**src/rtl/compare_tally_unit.sv**
```systemverilog
// Tallies one-hot comparator outcomes over a window of samples and presents
// one record per window under a valid/ready handshake.
module compare_tally_unit #(
  parameter int WINDOW = 8,
  parameter int CNT_W  = 4
) (
  input  logic             clk,
  input  logic             rst,
  input  logic             in_valid,
  output logic             in_ready,
  input  logic             AGreaterB,
  input  logic             ALesserB,
  input  logic             AEqualB,
  input  logic             flush,
  output logic             out_valid,
  input  logic             out_ready,
  output logic [CNT_W-1:0] gt_count,
  output logic [CNT_W-1:0] lt_count,
  output logic [CNT_W-1:0] eq_count,
  output logic [CNT_W-1:0] sample_count,
  output logic [1:0]       majority,
  output logic             err_flag
);

  typedef enum logic {COLLECT = 1'b0, HOLD = 1'b1} state_t;

  state_t           r_state, w_state_n;
  logic [CNT_W-1:0] r_gt, r_lt, r_eq, r_cnt;
  logic             r_err;
  logic [CNT_W-1:0] r_out_gt, r_out_lt, r_out_eq, r_out_cnt;
  logic [1:0]       r_out_maj;
  logic             r_out_err;

  logic             w_acc, w_onehot, w_close, w_hs;
  logic [CNT_W-1:0] w_gt_n, w_lt_n, w_eq_n, w_cnt_n;
  logic             w_err_n;
  logic [1:0]       w_maj_n;

  assign in_ready = (r_state == COLLECT) & ~rst;
  assign w_acc    = in_valid & in_ready;
  assign w_hs     = (r_state == HOLD) & out_ready;
  assign w_onehot = (AGreaterB & ~ALesserB & ~AEqualB) |
                    (~AGreaterB & ALesserB & ~AEqualB) |
                    (~AGreaterB & ~ALesserB & AEqualB);

  // Tallies including the sample offered this cycle, so a closing sample
  // lands in the record it closes.
  assign w_gt_n  = r_gt  + CNT_W'(w_acc & w_onehot & AGreaterB);
  assign w_lt_n  = r_lt  + CNT_W'(w_acc & w_onehot & ALesserB);
  assign w_eq_n  = r_eq  + CNT_W'(w_acc & w_onehot & AEqualB);
  assign w_cnt_n = r_cnt + CNT_W'(w_acc);
  assign w_err_n = r_err | (w_acc & ~w_onehot);

  assign w_close = (r_state == COLLECT) &
                   ((w_acc & (w_cnt_n == CNT_W'(WINDOW))) |
                    (flush & ((r_cnt != '0) | w_acc)));

  always_comb begin
    w_maj_n = 2'b00;
    if      ((w_gt_n > w_lt_n) && (w_gt_n > w_eq_n)) w_maj_n = 2'b01;
    else if ((w_lt_n > w_gt_n) && (w_lt_n > w_eq_n)) w_maj_n = 2'b10;
    else if ((w_eq_n > w_gt_n) && (w_eq_n > w_lt_n)) w_maj_n = 2'b11;
  end

  always_comb begin
    w_state_n = r_state;
    case (r_state)
      COLLECT: if (w_close) w_state_n = HOLD;
      HOLD:    if (w_hs)    w_state_n = COLLECT;
      default:              w_state_n = COLLECT;
    endcase
  end

  always_ff @(posedge clk) begin
    if (rst) begin
      r_state   <= COLLECT;
      r_gt      <= '0;
      r_lt      <= '0;
      r_eq      <= '0;
      r_cnt     <= '0;
      r_err     <= 1'b0;
      r_out_gt  <= '0;
      r_out_lt  <= '0;
      r_out_eq  <= '0;
      r_out_cnt <= '0;
      r_out_maj <= 2'b00;
      r_out_err <= 1'b0;
    end else begin
      r_state <= w_state_n;
      if (w_hs) begin
        r_gt  <= '0;
        r_lt  <= '0;
        r_eq  <= '0;
        r_cnt <= '0;
        r_err <= 1'b0;
      end else if (w_acc) begin
        r_gt  <= w_gt_n;
        r_lt  <= w_lt_n;
        r_eq  <= w_eq_n;
        r_cnt <= w_cnt_n;
        r_err <= w_err_n;
      end
      // Record fields persist after the handshake; consumers qualify with out_valid.
      if (w_close) begin
        r_out_gt  <= w_gt_n;
        r_out_lt  <= w_lt_n;
        r_out_eq  <= w_eq_n;
        r_out_cnt <= w_cnt_n;
        r_out_maj <= w_maj_n;
        r_out_err <= w_err_n;
      end
    end
  end

  assign out_valid    = (r_state == HOLD);
  assign gt_count     = r_out_gt;
  assign lt_count     = r_out_lt;
  assign eq_count     = r_out_eq;
  assign sample_count = r_out_cnt;
  assign majority     = r_out_maj;
  assign err_flag     = r_out_err;

endmodule
```
**config.mk**
```make
export PLATFORM = sky130hd
export DESIGN_NAME = compare_tally_unit
export DESIGN_NICKNAME = d
export VERILOG_FILES = /design/src/rtl/compare_tally_unit.sv
export SDC_FILE = /design/constraint.sdc
export NUM_CORES = 1
export LEC_CHECK = 0
export ABC_AREA = 0
export CORE_MARGIN = 5
export CORE_UTILIZATION = 45
export CTS_BUF_LIST = sky130_fd_sc_hd__clkbuf_16
export CTS_CLUSTER_DIAMETER = 30
export DETAILED_ROUTE_END_ITERATION = 8
export GPL_TIMING_DRIVEN = 0
export PLACE_DENSITY_LB_ADDON = 0.1
export SKIP_CTS_REPAIR_TIMING = 1
export SYNTH_ARGS = -nofsm -noshare
export SYNTH_HDL_FRONTEND = slang
export SYNTH_SLANG_ARGS = --single-unit
```
**constraint.sdc**
```tcl
create_clock -name clk -period 3.8 [get_ports clk]
set_clock_uncertainty 0.05 [all_clocks]
set_input_delay 0.76 -clock clk [delete_from_list [all_inputs] [get_ports clk]]
set_output_delay 0.76 -clock clk [all_outputs]
set_load 0.005 [all_outputs]
```
Word-level counts from Yosys, hierarchy flattened
Index checks and enable logic that the tools add are counted.

Output and inout bits: 21. Word-level logic and storage cells: 62. Register bits after elaboration: 37. Bits of input ports: 8.

Equality and inequality tests: 1. $lt $le $gt $ge: 6. Mux-type cells: 6. Reduce and logical (&&, ||, !) cells: 5. Bitwise logic cells: 28. Add/subtract/negate cells: 4.

Operators with widths (count): greater-than comparator 4 bit (6); bitwise AND 1 bit (15); adder 4 x 1 -> 4 bit (2); adder 4 bit (2); bitwise AND 4 x 1 -> 4 bit (2); two-way mux 2 bit (3); NOT 1 bit (6); OR 1 bit (5); == test 4 bit (second input constant) (1); nonzero test 4 bit (1); logical AND 1 bit (3); two-way mux 1 bit (2); one-hot mux 1 bit (2 select lines) (1); OR reduction 2 bit (1).

Logic depth before layout (Yosys ltp)
Depth after elaboration: 13. Mapped depth: 14. Depth with buffers taken out: 13.

Worst setup path before layout
No wires, ideal clock.

Path type: input-to-reg. Start point: in rst. End point: reg r_out_maj[1] (netlist: majority[1]). Library setup time: 67 ps. Path buffers: 1. Stages: 14. Setup slack: 223 ps. Required time: 3683 ps. Arrival time: 3460 ps. Cells stage by stage: nor2_1 -> nand2_1 -> clkbuf_1 -> nor2_1 -> ha_1 -> inv_1 -> ha_1 -> or2_2 -> maj3_1 -> maj3_1 -> o21ai_0 -> o221ai_1 -> a221o_1 -> a21oi_2.

Longest elaborated chain between the ends: 11. Elaborated cells between the ends (all ways): 29. Those cells by class: add/sub (4); order compare (6); eq/ne (1); mux (3); bitwise (12); reduce/logical (3).

Ends and longest elaborated chain: start: declaration (line 8) `input logic rst,`; NOT 1 bit * (line 39) `assign in_ready = (r_state == COLLECT) & ~rst;`; bitwise AND 1 bit * (line 39); bitwise AND 1 bit * (line 40) `assign w_acc = in_valid & in_ready;`; bitwise AND 1 bit * (2 in series) (line 50) `assign w_eq_n = r_eq + CNT_W'(w_acc & w_onehot & AEqualB);`; adder 4 x 1 -> 4 bit * (line 50); via w_eq_n[0] (line 35) `logic [CNT_W-1:0] w_gt_n, w_lt_n, w_eq_n, w_cnt_n;`; greater-than comparator 4 bit (line 62) `else if ((w_eq_n > w_gt_n) && (w_eq_n > w_lt_n)) w_maj_n = 2'b11;`; logical AND 1 bit (line 62); two-way mux 2 bit (line 62); two-way mux 2 bit (line 61) `else if ((w_lt_n > w_gt_n) && (w_lt_n > w_eq_n)) w_maj_n = 2'b10;`; two-way mux 2 bit * (line 60) `if ((w_gt_n > w_lt_n) && (w_gt_n > w_eq_n)) w_maj_n = 2'b01;`; end signal: assignment (line 109) `r_out_maj <= w_maj_n;`; end: declaration (line 31) `logic [1:0] r_out_maj;`.

The timed path passes the listed nets; every way through them passes the cells marked *. A chain may end at the register's enable or synchronous reset.

Worst setup path in the final report
Same ends and word-level chain as after synthesis.

==> results.json <==
{
  "status": "completed",
  "yosys-top-cells-area": "dfxtp_1 37%, nor2_1 7.0%, ha_1 5.0%",
  "synthFlopType": "dfxtp_1",
  "slew_headroom_pct": 61.9,
  "setup_viol": 0,
  "syn_to_final_growth_pct": 28.9,
  "hold_slack_ps": 420,
  "dpl.hpwl_mm": 3.32,
  "r2r_start": "out_valid",
  "core_um2": 4320,
  "synth_fp_nets": 243,
  "syn_avg_cell_area_um2": 8.79,
  "synth.top_cells.by_count": "37 x dfxtp_1, 37 x nor2_1, 23 x nand2_1, 13 x a21oi_1, 11 x a211oi_1",
  "grt_max_degree": 13,
  "yosysUniqueCellTypes": 45,
  "synth_top_cell_by_area": "dfxtp_1",
  "first_global_vias": 1562,
  "period_minus_slack_ps": 3580,
  "worst_pin_slew_ps": 568,
  "rows": 24,
  "post-route-util_pct": 59.5,
  "worstPathArrival_ps": 3740,
  "async_flop_share_pct": 0,
  "swShare_pct": 23.9,
  "clk_latency_ps": 280,
  "gp_congestion": 0.838,
  "port_buffers": 28,
  "netlist.area_leader.share_pct": 37.1,
  "synth_edf_count": 0,
  "synthCells": 227,
  "required_ps": 3960,
  "drv_cap": 0,
  "drt-wirelength-per-cell_um": 13.7,
  "slew_violations": 0,
  "p_per_area_nw_per_um2": 352,
  "grt_pass1_wl_mm": 7.31,
  "drt_iter0_markers": 56,
  "cts_sinks": 37,
  "initial_utilization_pct": 46.2,
  "timing.final.hold_violations": 0,
  "ys_seq_area_share_pct": 37.1,
  "n_antenna_cell": 0,
  "final_nets": 282,
  "hold_path.class": "flop to flop",
  "cts_tree": "built",
  "firstDrtPassIters": 4,
  "netlist_area_um2": 2000,
  "critPathLaunchType": "primary input",
  "critPathKind": "primary input to flop",
  "drcViolationCount": 0,
  "pwr-share-clk_pct": 44.3,
  "drt_wl_total_mm": 4.36,
  "ios": 29,
  "worstPathMaxFanout": 10,
  "vias": 1661,
  "p_switching_mw": 0.216,
  "fp.dieW_um": 76.6,
  "htree_levels": 2,
  "p_int_mw": 0.689,
  "worstSetupStartpoint": "rst",
  "endpoint_kind": "flop",
  "finalInstanceArea_um2": 2570,
  "max_freq_ghz": 0.279,
  "clk_path_buf_depth": 2,
  "fin_crit_sh_pct": 94.3,
  "yosys_warnings": 0,
  "peakVddDrop_v": 0.000274,
  "cts_root_buffer": "clkbuf_16",
  "p_leak_nw": 0.989,
  "clk_pin_slew_worst_paths_ps": 60,
  "grt_setup_unrepaired": "false",
  "overflow": 0,
  "ant_nets": 0,
  "cts_buffers": 5,
  "viasPerCell": 5.21,
  "die_area_um2": 5870,
  "place_area_um2": 2340,
  "die_y_um": 76.6,
  "antenna_found_initial": 0,
  "holdCritStartpoint": "r_err",
  "seqPwrFrac_pct": 44.8,
  "synth_seq_cells": 37,
  "track_usage_pct": 15.1,
  "power_frac_comb_pct": 11.0,
  "drive_gt1_share_pct": 12.0
}
==> sequential cells by signal, indices dropped and copies added, names as in the netlist <==
register and flops:
gt_count 4, r_cnt 4, majority 2, sample_count 4, err_flag 1, r_gt 4, r_err 1, lt_count 4
r_lt 4, out_valid 1, eq_count 4, r_eq 4
==> routing by layer <==
metal,vias up,global-route usage (%),part of all wire (%),routed length (µm)
li1,873,-,-,-
met1,762,19.2,49,2130
met2,21,25.5,47,2060
met3,5,4.26,3.3,143
met4,0,3.15,0.69,30
met5,-,0,0,0
==> cells in the final DEF, fill, tap and decap left out, types with 3 or more instances in the layout <==
cell type and count:
clkdlybuf4s50_1 23, ha_1 7, xnor2_1 6, mux2i_1 8
nor2_1 35, a211oi_1 11, maj3_1 6, inv_1 7
dfxtp_1 37, o21ai_0 8, clkbuf_1 5, nand3_1 3
buf_4 4, a21oi_1 13, nand2b_1 4, nand2_1 23
xor2_1 9, clkbuf_16 5, dlymetal6s2s_1 5
==> kinds of logic (layout without fill, tap and decap cells) <==
| group | after synthesis | count (layout) | share of synthesized area [%] |
|---|---|---|---|
| buf+inv | 17 | 57 | 4.64 |
| flops | 37 | 37 | 37.1 |
| fa+ha+maj | 14 | 14 | 8.03 |
| mux | 8 | 8 | 4.01 |
| compound gates | 47 | 47 | 15.4 |
| simple gates | 86 | 86 | 21.6 |
| xor+xnor | 18 | 18 | 9.22 |
==> worst max-delay path, stage by stage <==
cell	delay (ps)
dlymetal6s2s_1	220
nor2_1	90
nand2_1	110
clkbuf_4	200
nor2_2	70
ha_4	300
inv_1	50
ha_1	270
or2_2	280
maj3_1	360
maj3_1	360
o21ai_0	80
o221ai_1	160
a221o_1	330
a21oi_2	110
==> metrics by stage <==
stage / instances / power (mW) / worst slack (ps) / setup TNS (ps)
3_3_place_gp: 307 / 0.508 / -734 / -10540
6_report: 319 / 0.905 / 218 / 0
3_5_place_dp: 307 / 0.509 / -760 / -11990
4_1_cts: 315 / 0.911 / -479 / -6460
2_1_floorplan: 227 / 0.465 / 223 / 0
5_1_grt: 319 / 0.948 / 33.6 / 0
==> power groups by stage <==
stage	clock network [mW]	registers, mW	logic [mW]
floorplan	0	0.413	0.0520
global placement	0	0.413	0.0947
detailed placement	0	0.413	0.0953
CTS	0.411	0.405	0.0955
global route	0.432	0.406	0.110
finish	0.401	0.405	0.0991
==> worst paths after layout <==
kind / end / slack [ps] / cells after the start
hold / removal: r_err / 420 / 2
hold reg to reg: r_err / 420 / 2
setup reg to reg: majority[1] / 460 / 14
setup / recovery: majority[1] / 220 / 15
==> cell type report <==
| class | instances | area [µm²] |
|---|---|---|
| fill | 418 | 1750 |
| tap | 52 | 65.1 |
| clock inverter | 3 | 17.5 |
| timing repair buffer | 32 | 323 |
| sequential | 37 | 741 |
| buffer | 10 | 72.6 |
| inverter | 7 | 26.3 |
| clock buffer | 5 | 125 |
| multi-input combinational | 173 | 1200 |
Power figures use the tool's default switching activity.
==> edit (config.mk and constraints unchanged) <==
Change the parameter `CNT_W` from 4 to 6.
--- a/src/rtl/compare_tally_unit.sv
+++ b/src/rtl/compare_tally_unit.sv
@@ -3,5 +3,5 @@
 module compare_tally_unit #(
   parameter int WINDOW = 8,
-  parameter int CNT_W  = 4
+  parameter int CNT_W  = 6
 ) (
   input  logic             clk,
Interface: changed (resized eq_count, gt_count, lt_count and sample_count); port bits go from 29 to 37. No check against the original RTL was run, so the function may have changed too.
==> edit against the original RTL <==
- sequential cell count up 16
- first-iteration DRC count up 23%
- critical endpoint unchanged
- cell area up 39%
- worst setup slack worse by 0.062 ns
- final cell count up 38%
- synthesized area up 45%
- routed wire length up 55%
- die area up 39%
- via count up 40%
- total power up 24%
- sequential share of layout area up 0.89 points
- clock power up 8.5%
==> edit: results (changes against the original RTL) <==
stage,metric,value,unit,change
grt,grtUsageTotal,0.172,,+0.0207
power_and_ir_drop,power_frac_seq,0.511,,+0.063
synth,synthTopCellsByCount,"dfxtp_1, nor2_1, nand2_1",,
power_and_ir_drop,p_int,862,µW,+25%
detailed_routing,routed_wl,6760,µm,+55%
worst_setup_path,worstSetupStartpoint,in_valid,,
power_and_ir_drop,powerSeq,575,µW,+42%
outcome,status,"complete, no violations",,
final_layout,seq_area,0.00106,mm²,+43%
worst_setup_path,slowest_delay,0.45,ns,+0.09 ns
worst_setup_path,r2r_slack,0.57,ns,+0.11 ns
timing,fin_crit,3.64,ns,+0.0618 ns
placement,dp_slack,-0.696,ns,+0.0646 ns
synth,yosysUniqueCellTypes,49,,+8.9%
power_and_ir_drop,p_clk_frac,0.387,,-0.056
detailed_routing,drt_iter0_drc,69,,+23%
placement,place.gp.congestion,0.877,,+4.7%
synth,syn_nets,351,,+44%
synth,avgSynthCellArea,8.98,µm²,+2.1%
worst_setup_path,cp.arrival,3.83,ns,+0.09 ns
detailed_routing,vias,2318,,+40%
power_and_ir_drop,ir_drop,0.221,mV,-20%
grt,grt_max_degree,16,,+3
synth,yosys-top-cells-area,"dfxtp_1, ha_1, nor2_1",,
grt,grt_first_pass_wirelength,11500,µm,+58%
power_and_ir_drop,leakagePower,0.00131,µW,+32%
synth,ys_seq_area_frac,0.367,,-0.00422
placement,portBuffers,35,,+25%
final_layout,layout.cells.non_filler,440,,+38%
worst_setup_path,cp_slowest_cell,clkdlybuf4s50_1,,
placement,dp.cells,434,,+41%
final_layout,fin_nets,392,,+39%
[edit: cells by family (layout without fill, tap and decap cells)]
logic type / after synthesis / after routing / synth area share
buffers and inverters: 26 / 67 / 0.0450
muxes: 11 / 11 / 0.0381
DFF: 53 / 53 / 0.367
AOI/OAI and AO/OA: 52 / 52 / 0.131
xor gates and xnor gates: 35 / 35 / 0.123
and+or+nand+nor: 121 / 121 / 0.194
adders and majority gates: 24 / 24 / 0.102
[edit: worst register-to-register path, delay by kind of cell (launching register included)]
| kind | cells | cell delay, ns |
|---|---|---|
| compound gates | 3 | 0.74 |
| xor+xnor | 1 | 0.26 |
| fa+ha+maj | 2 | 0.55 |
| buf+inv | 1 | 0.21 |
| flops | 1 | 0.36 |
| simple gates | 7 | 1.02 |
[edit: final cells by class]
| cell class | count | share of cell area |
|---|---|---|
| Multi-Input combinational cell | 243 | 0.503 |
| Buffer | 15 | 0.0259 |
| Clock buffer | 5 | 0.0350 |
| Tap cell | 77 | 0.0270 |
| Timing Repair Buffer | 35 | 0.0980 |
| Clock inverter | 2 | 0.00350 |
| Sequential cell | 53 | 0.297 |
| Inverter | 10 | 0.0105 |
[edit: metal layers]
layer,track usage,up-vias,wire (µm)
met5,0,-,0
met4,0.0459,0,72
met3,0.0267,6,177
met2,0.276,31,3160
met1,0.240,1092,3350
li1,-,1189,-
[edit: worst min path at each step]
stage	startpoint	end	slack (ns)	cells after the start
final	r_gt[0]	r_gt[0]	0.41	2
after global routing	r_gt[0]	r_gt[0]	0.44	2
after CTS	r_gt[0]	r_gt[0]	0.41	2
after detailed placement	r_gt[0]	r_gt[0]	0.40	2
after global placement	r_gt[0]	r_gt[0]	0.40	2
after floorplan	r_err	r_err	0.38	2
